`src/rtl/wb_port_arbiter.sv`:
```
// Writeback port arbiter: grants up to NUM_PORT functional-unit results per
// cycle by rotating priority and registers them onto the writeback ports.
module wb_port_arbiter #(
    parameter int NUM_SRC  = 5,
    parameter int NUM_PORT = 2,
    parameter int PREG_W   = 6,
    parameter int ROB_W    = 6,
    parameter int DATA_W   = 32,
    localparam int SRC_W   = (NUM_SRC > 1) ? $clog2(NUM_SRC) : 1
) (
    input  logic                         clk,
    input  logic                         rst_n,
    input  logic                         flush_i,
    input  logic [NUM_SRC-1:0]           src_valid_i,
    output logic [NUM_SRC-1:0]           src_ready_o,
    input  logic [NUM_SRC-1:0]           src_pdest_valid_i,
    input  logic [NUM_SRC*PREG_W-1:0]    src_pdest_i,
    input  logic [NUM_SRC*ROB_W-1:0]     src_rob_idx_i,
    input  logic [NUM_SRC*DATA_W-1:0]    src_data_i,
    output logic [NUM_PORT-1:0]          wb_valid_o,
    output logic [NUM_PORT-1:0]          wb_pdest_valid_o,
    output logic [NUM_PORT*PREG_W-1:0]   wb_pdest_o,
    output logic [NUM_PORT*ROB_W-1:0]    wb_rob_idx_o,
    output logic [NUM_PORT*DATA_W-1:0]   wb_data_o,
    output logic [NUM_PORT*SRC_W-1:0]    wb_src_o
);

    localparam int CNT_W = $clog2(NUM_PORT + 1);

    // Explicit compare so NUM_SRC need not be a power of two.
    function automatic logic [SRC_W-1:0] wrap_inc(input logic [SRC_W-1:0] v);
        if (v == SRC_W'(NUM_SRC - 1)) begin
            return {SRC_W{1'b0}};
        end else begin
            return v + SRC_W'(1);
        end
    endfunction

    logic [SRC_W-1:0]           ptr_q, ptr_d;
    logic [NUM_PORT-1:0]        wb_valid_q, wb_valid_d;
    logic [NUM_PORT-1:0]        wb_pdest_valid_q, wb_pdest_valid_d;
    logic [NUM_PORT*PREG_W-1:0] wb_pdest_q, wb_pdest_d;
    logic [NUM_PORT*ROB_W-1:0]  wb_rob_idx_q, wb_rob_idx_d;
    logic [NUM_PORT*DATA_W-1:0] wb_data_q, wb_data_d;
    logic [NUM_PORT*SRC_W-1:0]  wb_src_q, wb_src_d;

    logic [NUM_SRC-1:0]         grant_s;
    logic [NUM_PORT-1:0]        port_vld_s;
    logic [SRC_W-1:0]           port_sel_s [NUM_PORT];
    logic [SRC_W-1:0]           last_s;
    logic [SRC_W-1:0]           cur_s;
    logic [CNT_W-1:0]           cnt_s;
    logic                       take_s;
    logic                       cap_s;

    // Rotating scan from ptr: the k-th valid source found is assigned port k.
    always_comb begin
        grant_s    = {NUM_SRC{1'b0}};
        port_vld_s = {NUM_PORT{1'b0}};
        for (int k = 0; k < NUM_PORT; k++) begin
            port_sel_s[k] = {SRC_W{1'b0}};
        end
        last_s = ptr_q;
        cnt_s  = {CNT_W{1'b0}};
        cur_s  = ptr_q;
        take_s = 1'b0;
        for (int j = 0; j < NUM_SRC; j++) begin
            take_s         = src_valid_i[cur_s] && (cnt_s < CNT_W'(NUM_PORT));
            grant_s[cur_s] = take_s;
            for (int k = 0; k < NUM_PORT; k++) begin
                port_vld_s[k] = port_vld_s[k] | (take_s && (cnt_s == CNT_W'(k)));
                port_sel_s[k] = (take_s && (cnt_s == CNT_W'(k))) ? cur_s : port_sel_s[k];
            end
            last_s = take_s ? cur_s : last_s;
            cnt_s  = cnt_s + CNT_W'(take_s);
            cur_s  = wrap_inc(cur_s);
        end
    end

    assign src_ready_o = grant_s & {NUM_SRC{~flush_i & rst_n}};

    // Next-state for pointer and writeback ports; unassigned ports hold their fields.
    always_comb begin
        ptr_d            = ptr_q;
        wb_valid_d       = {NUM_PORT{1'b0}};
        wb_pdest_valid_d = {NUM_PORT{1'b0}};
        wb_pdest_d       = wb_pdest_q;
        wb_rob_idx_d     = wb_rob_idx_q;
        wb_data_d        = wb_data_q;
        wb_src_d         = wb_src_q;
        cap_s            = 1'b0;
        if ((|grant_s) && !flush_i) begin
            ptr_d = wrap_inc(last_s);
        end else begin
            ptr_d = ptr_q;
        end
        for (int k = 0; k < NUM_PORT; k++) begin
            cap_s               = port_vld_s[k] & ~flush_i;
            wb_valid_d[k]       = cap_s;
            wb_pdest_valid_d[k] = cap_s & src_pdest_valid_i[port_sel_s[k]]
                & (src_pdest_i[port_sel_s[k]*PREG_W +: PREG_W] != {PREG_W{1'b0}});
            if (cap_s) begin
                wb_pdest_d[k*PREG_W +: PREG_W]  = src_pdest_i[port_sel_s[k]*PREG_W +: PREG_W];
                wb_rob_idx_d[k*ROB_W +: ROB_W]  = src_rob_idx_i[port_sel_s[k]*ROB_W +: ROB_W];
                wb_data_d[k*DATA_W +: DATA_W]   = src_data_i[port_sel_s[k]*DATA_W +: DATA_W];
                wb_src_d[k*SRC_W +: SRC_W]      = port_sel_s[k];
            end else begin
                wb_pdest_d[k*PREG_W +: PREG_W]  = wb_pdest_q[k*PREG_W +: PREG_W];
                wb_rob_idx_d[k*ROB_W +: ROB_W]  = wb_rob_idx_q[k*ROB_W +: ROB_W];
                wb_data_d[k*DATA_W +: DATA_W]   = wb_data_q[k*DATA_W +: DATA_W];
                wb_src_d[k*SRC_W +: SRC_W]      = wb_src_q[k*SRC_W +: SRC_W];
            end
        end
    end

    // State registers.
    always_ff @(posedge clk or negedge rst_n) begin
        if (!rst_n) begin
            ptr_q            <= {SRC_W{1'b0}};
            wb_valid_q       <= {NUM_PORT{1'b0}};
            wb_pdest_valid_q <= {NUM_PORT{1'b0}};
            wb_pdest_q       <= {(NUM_PORT*PREG_W){1'b0}};
            wb_rob_idx_q     <= {(NUM_PORT*ROB_W){1'b0}};
            wb_data_q        <= {(NUM_PORT*DATA_W){1'b0}};
            wb_src_q         <= {(NUM_PORT*SRC_W){1'b0}};
        end else begin
            ptr_q            <= ptr_d;
            wb_valid_q       <= wb_valid_d;
            wb_pdest_valid_q <= wb_pdest_valid_d;
            wb_pdest_q       <= wb_pdest_d;
            wb_rob_idx_q     <= wb_rob_idx_d;
            wb_data_q        <= wb_data_d;
            wb_src_q         <= wb_src_d;
        end
    end

    assign wb_valid_o       = wb_valid_q;
    assign wb_pdest_valid_o = wb_pdest_valid_q;
    assign wb_pdest_o       = wb_pdest_q;
    assign wb_rob_idx_o     = wb_rob_idx_q;
    assign wb_data_o        = wb_data_q;
    assign wb_src_o         = wb_src_q;

endmodule

```
`config.mk`:
```
export PLATFORM = sky130hd
export DESIGN_NAME = wb_port_arbiter
export DESIGN_NICKNAME = d
export VERILOG_FILES = /design/src/rtl/wb_port_arbiter.sv
export SDC_FILE = /design/constraint.sdc
export NUM_CORES = 1
export LEC_CHECK = 0
export CORE_UTILIZATION = 45
export DETAILED_ROUTE_END_ITERATION = 8
export MAX_ROUTING_LAYER = met4
export PLACE_DENSITY = 0.89
export SETUP_SLACK_MARGIN = 0.15
export SYNTH_ARGS = -nofsm -noshare
export SYNTH_HDL_FRONTEND = slang
export SYNTH_SLANG_ARGS = --single-unit
```
`constraint.sdc`:
```
create_clock -name clk -period 7.2 [get_ports clk]
set_input_delay 1.44 -clock clk [delete_from_list [all_inputs] [get_ports clk]]
set_output_delay 1.44 -clock clk [all_outputs]
set_load 0.02 [all_outputs]
```
==> flow_summary.json <==
{
  "status": "completed",
  "nets": 1630,
  "drt.antenna.violating_nets": 0,
  "ys.flop_type": "dfrtp_1",
  "reg2reg_depth": 21,
  "diodes": 0,
  "ys_warn_count": 0,
  "postSynthCellCount": 1080,
  "rows": 50,
  "holdPathStages": 2,
  "ys_seq_area_share_pct": 29.5,
  "fp.dieW_um": 140,
  "tightest_slew_ps": 860,
  "synth-simple-area-share_pct": 24.9,
  "utilization_pct": 67.7,
  "end_kind": "primary output",
  "grt_max_degree": 63,
  "synthMuxAreaShare_pct": 15.9,
  "syn_to_final_growth_pct": 47.9,
  "htreeDepth": 3,
  "num_vias": 10400,
  "syn_area_per_cell_um2": 7.93,
  "antenna_found_initial": 0,
  "max_freq_ghz": 0.150,
  "tns_ps": 0,
  "yosysTopAreaCell": "dfrtp_1",
  "finalCriticalPeriod_ps": 6660,
  "cts_sinks": 101,
  "cts_buffers": 9,
  "max_cap_violations": 0,
  "synth_top_area_share_pct": 29.5,
  "dp_hpwl_mm": 28.3,
  "port_buffers": 335,
  "startpoint_type": "register",
  "drt-total-wl_mm": 38.6,
  "drive_gt1_share_pct": 10.2,
  "synthXorXnorAreaFrac_pct": 0.102,
  "synth_compound_gate_area_share_pct": 22.0,
  "synthArstFlopShare_pct": 100,
  "vias_per_cell": 6.41,
  "place.gp.congestion": 0.988,
  "num_io_pins": 336,
  "synth_area_leaders": "dfrtp_1 (30%), nand2_1 (14%), mux4_2 (11%)",
  "die_h_um": 140,
  "postCtsHoldBufs": 0,
  "grt_pass1_wl_mm": 57.9,
  "grt_overflow_total": 0,
  "critPathRequiredTime_ps": 5760,
  "rsz0062_at_grt": "false",
  "hp-start": "wb_src_o[0]",
  "cts_tree": "built",
  "drc_errors": 0,
  "cp.arrival_ps": 5220,
  "worstReg2RegEnd": "wb_data_o[59]",
  "regToRegStartpoint": "ptr_q[0]",
  "drt_iter0_drc": 1053,
  "clock_latency_ps": 370,
  "cts_buffer_depth": 2,
  "grt_pass1_vias": 10200,
  "dr.pass1.iters": 6,
  "start_util_pct": 45.8,
  "synthDistinctLibCells": 68,
  "slew_violations": 0,
  "finalHoldViolations": 0,
  "relSlewSlack_pct": 42.3,
  "fp.dieArea_um2": 19600,
  "synth_top_family_by_area": "simple AND/OR/NAND/NOR gates",
  "syn_nets": 1324,
  "setup_viol": 0,
  "placed_area_um2": 12300,
  "ys_ff_latch": 101,
  "postLayoutCellArea_um2": 12700,
  "holdCritPathClass": "register to register",
  "syn_area_um2": 8560,
  "whs_ps": 480,
  "grt.total_usage_pct": 40.0,
  "post-route-period-util_pct": 92.5,
  "synth_adder_area_share_pct": 1.81,
  "coreArea_um2": 18700,
  "finClkSkew_ps": 17.8,
  "cp_max_fo": 11,
  "hold_end": "wb_src_o[0]",
  "path_clk_slew_ps": 80,
  "cts_root_buf": "clkbuf_16",
  "crit_type": "register to primary output",
  "synth_edf_count": 0,
  "rrSetupSlack_ps": 1090,
  "wl_per_cell_um": 23.7
}
-- final cells by class --
| cell class | count | area, µm² |
|---|---|---|
| sequential | 101 | 2530 |
| tap | 234 | 293 |
| clock buffer | 11 | 243 |
| timing repair buffer | 386 | 3780 |
| inverter | 29 | 109 |
| multi-input combinational | 859 | 5640 |
| clock inverter | 5 | 66.3 |
| fill | 1490 | 6040 |
-- worst max-delay path: stages, from the launching register on --
cell and delay, ps:
dfrtp_1 350, inv_1 100, ha_1 420, a21boi_1 230, inv_1 60, ha_1 250
o21ai_1 170, a22o_1 190, inv_1 60, ha_1 390, buf_4 200, or3_1 350
a211oi_2 210, nor3_1 110, o31a_1 410, a211oi_1 270, buf_4 230, mux2i_1 110
nor2_1 130, clkdlybuf4s50_1 620
-- through the flow --
step           cells  setup WS, ps
2_1_floorplan   1080           252
3_3_place_gp    1607           875
3_5_place_dp    1607           772
4_1_cts         1623           334
5_1_grt         1625           246
6_report        1625           541
-- Yosys cell counts (14+ instances only) --
cell / instances
mux2i_1: 36
inv_1: 29
a32oi_1: 44
nor2_1: 31
nand3_1: 87
a22oi_1: 43
a21oi_1: 14
clkbuf_1: 49
a31oi_1: 15
dfrtp_1: 101
buf_2: 28
nand2_1: 328
o21ai_0: 66
mux4_2: 40
-- what timing repair did --
action | CTS | global route
buffers inserted | 0 | 2
endpoints found under the hold margin | 0 | 0
gates resized for setup | 0 | 2
setup endpoints to repair | 0 | 5
-- how the worst max path moves through the flow --
stage,slack (ps),to,depth (start not counted),from
floorplan,250,src_ready_o[3],23,ptr_q[0]
global placement,870,src_ready_o[1],12,src_valid_i[0]
detailed placement,770,src_ready_o[1],19,ptr_q[1]
CTS,330,src_ready_o[3],19,ptr_q[1]
global route,250,src_ready_o[3],19,ptr_q[0]
finish,540,src_ready_o[3],19,ptr_q[0]
-- logic make-up (layout without fill, tap and decap cells) --
kind of cell,Yosys count,after routing
mux,85,85
compound gates,261,261
xor+xnor,1,1
buf+inv,120,431
fa+ha+maj,12,12
flops,101,101
simple gates,500,500
-- layout by cell type, fill, tap and decap left out, types with 7 or more instances in the layout --
cell / n
clkbuf_16: 9
nand3_1: 87
nor2_1: 30
mux4_2: 40
a32oi_1: 44
mux2_2: 9
a211oi_1: 9
a22oi_1: 43
dfrtp_1: 100
buf_4: 48
ha_1: 10
nand2_1: 328
o21ai_1: 7
o21ai_0: 66
clkdlybuf4s50_1: 334
a21oi_1: 14
nor3_1: 8
a31oi_1: 15
inv_1: 29
mux2i_1: 36
-- flip-flops by register name (all words and copies together), names as in the netlist --
| name | count |
|---|---|
| wb_data_o | 64 |
| wb_pdest_o | 12 |
| wb_rob_idx_o | 12 |
| wb_src_o | 6 |
| ptr_q | 3 |
| wb_pdest_valid_o | 2 |
| wb_valid_o | 2 |
-- per-layer routing --
layer,wire length (µm),global-route usage [%]
met3,4770,13.3
met5,0,-
met2,17300,60.1
met1,14800,48.5
met4,1740,18.2
Power is left out: the tool's default activity adds up to more than one toggle a clock period on the data nets, which glitch-free logic cannot reach.
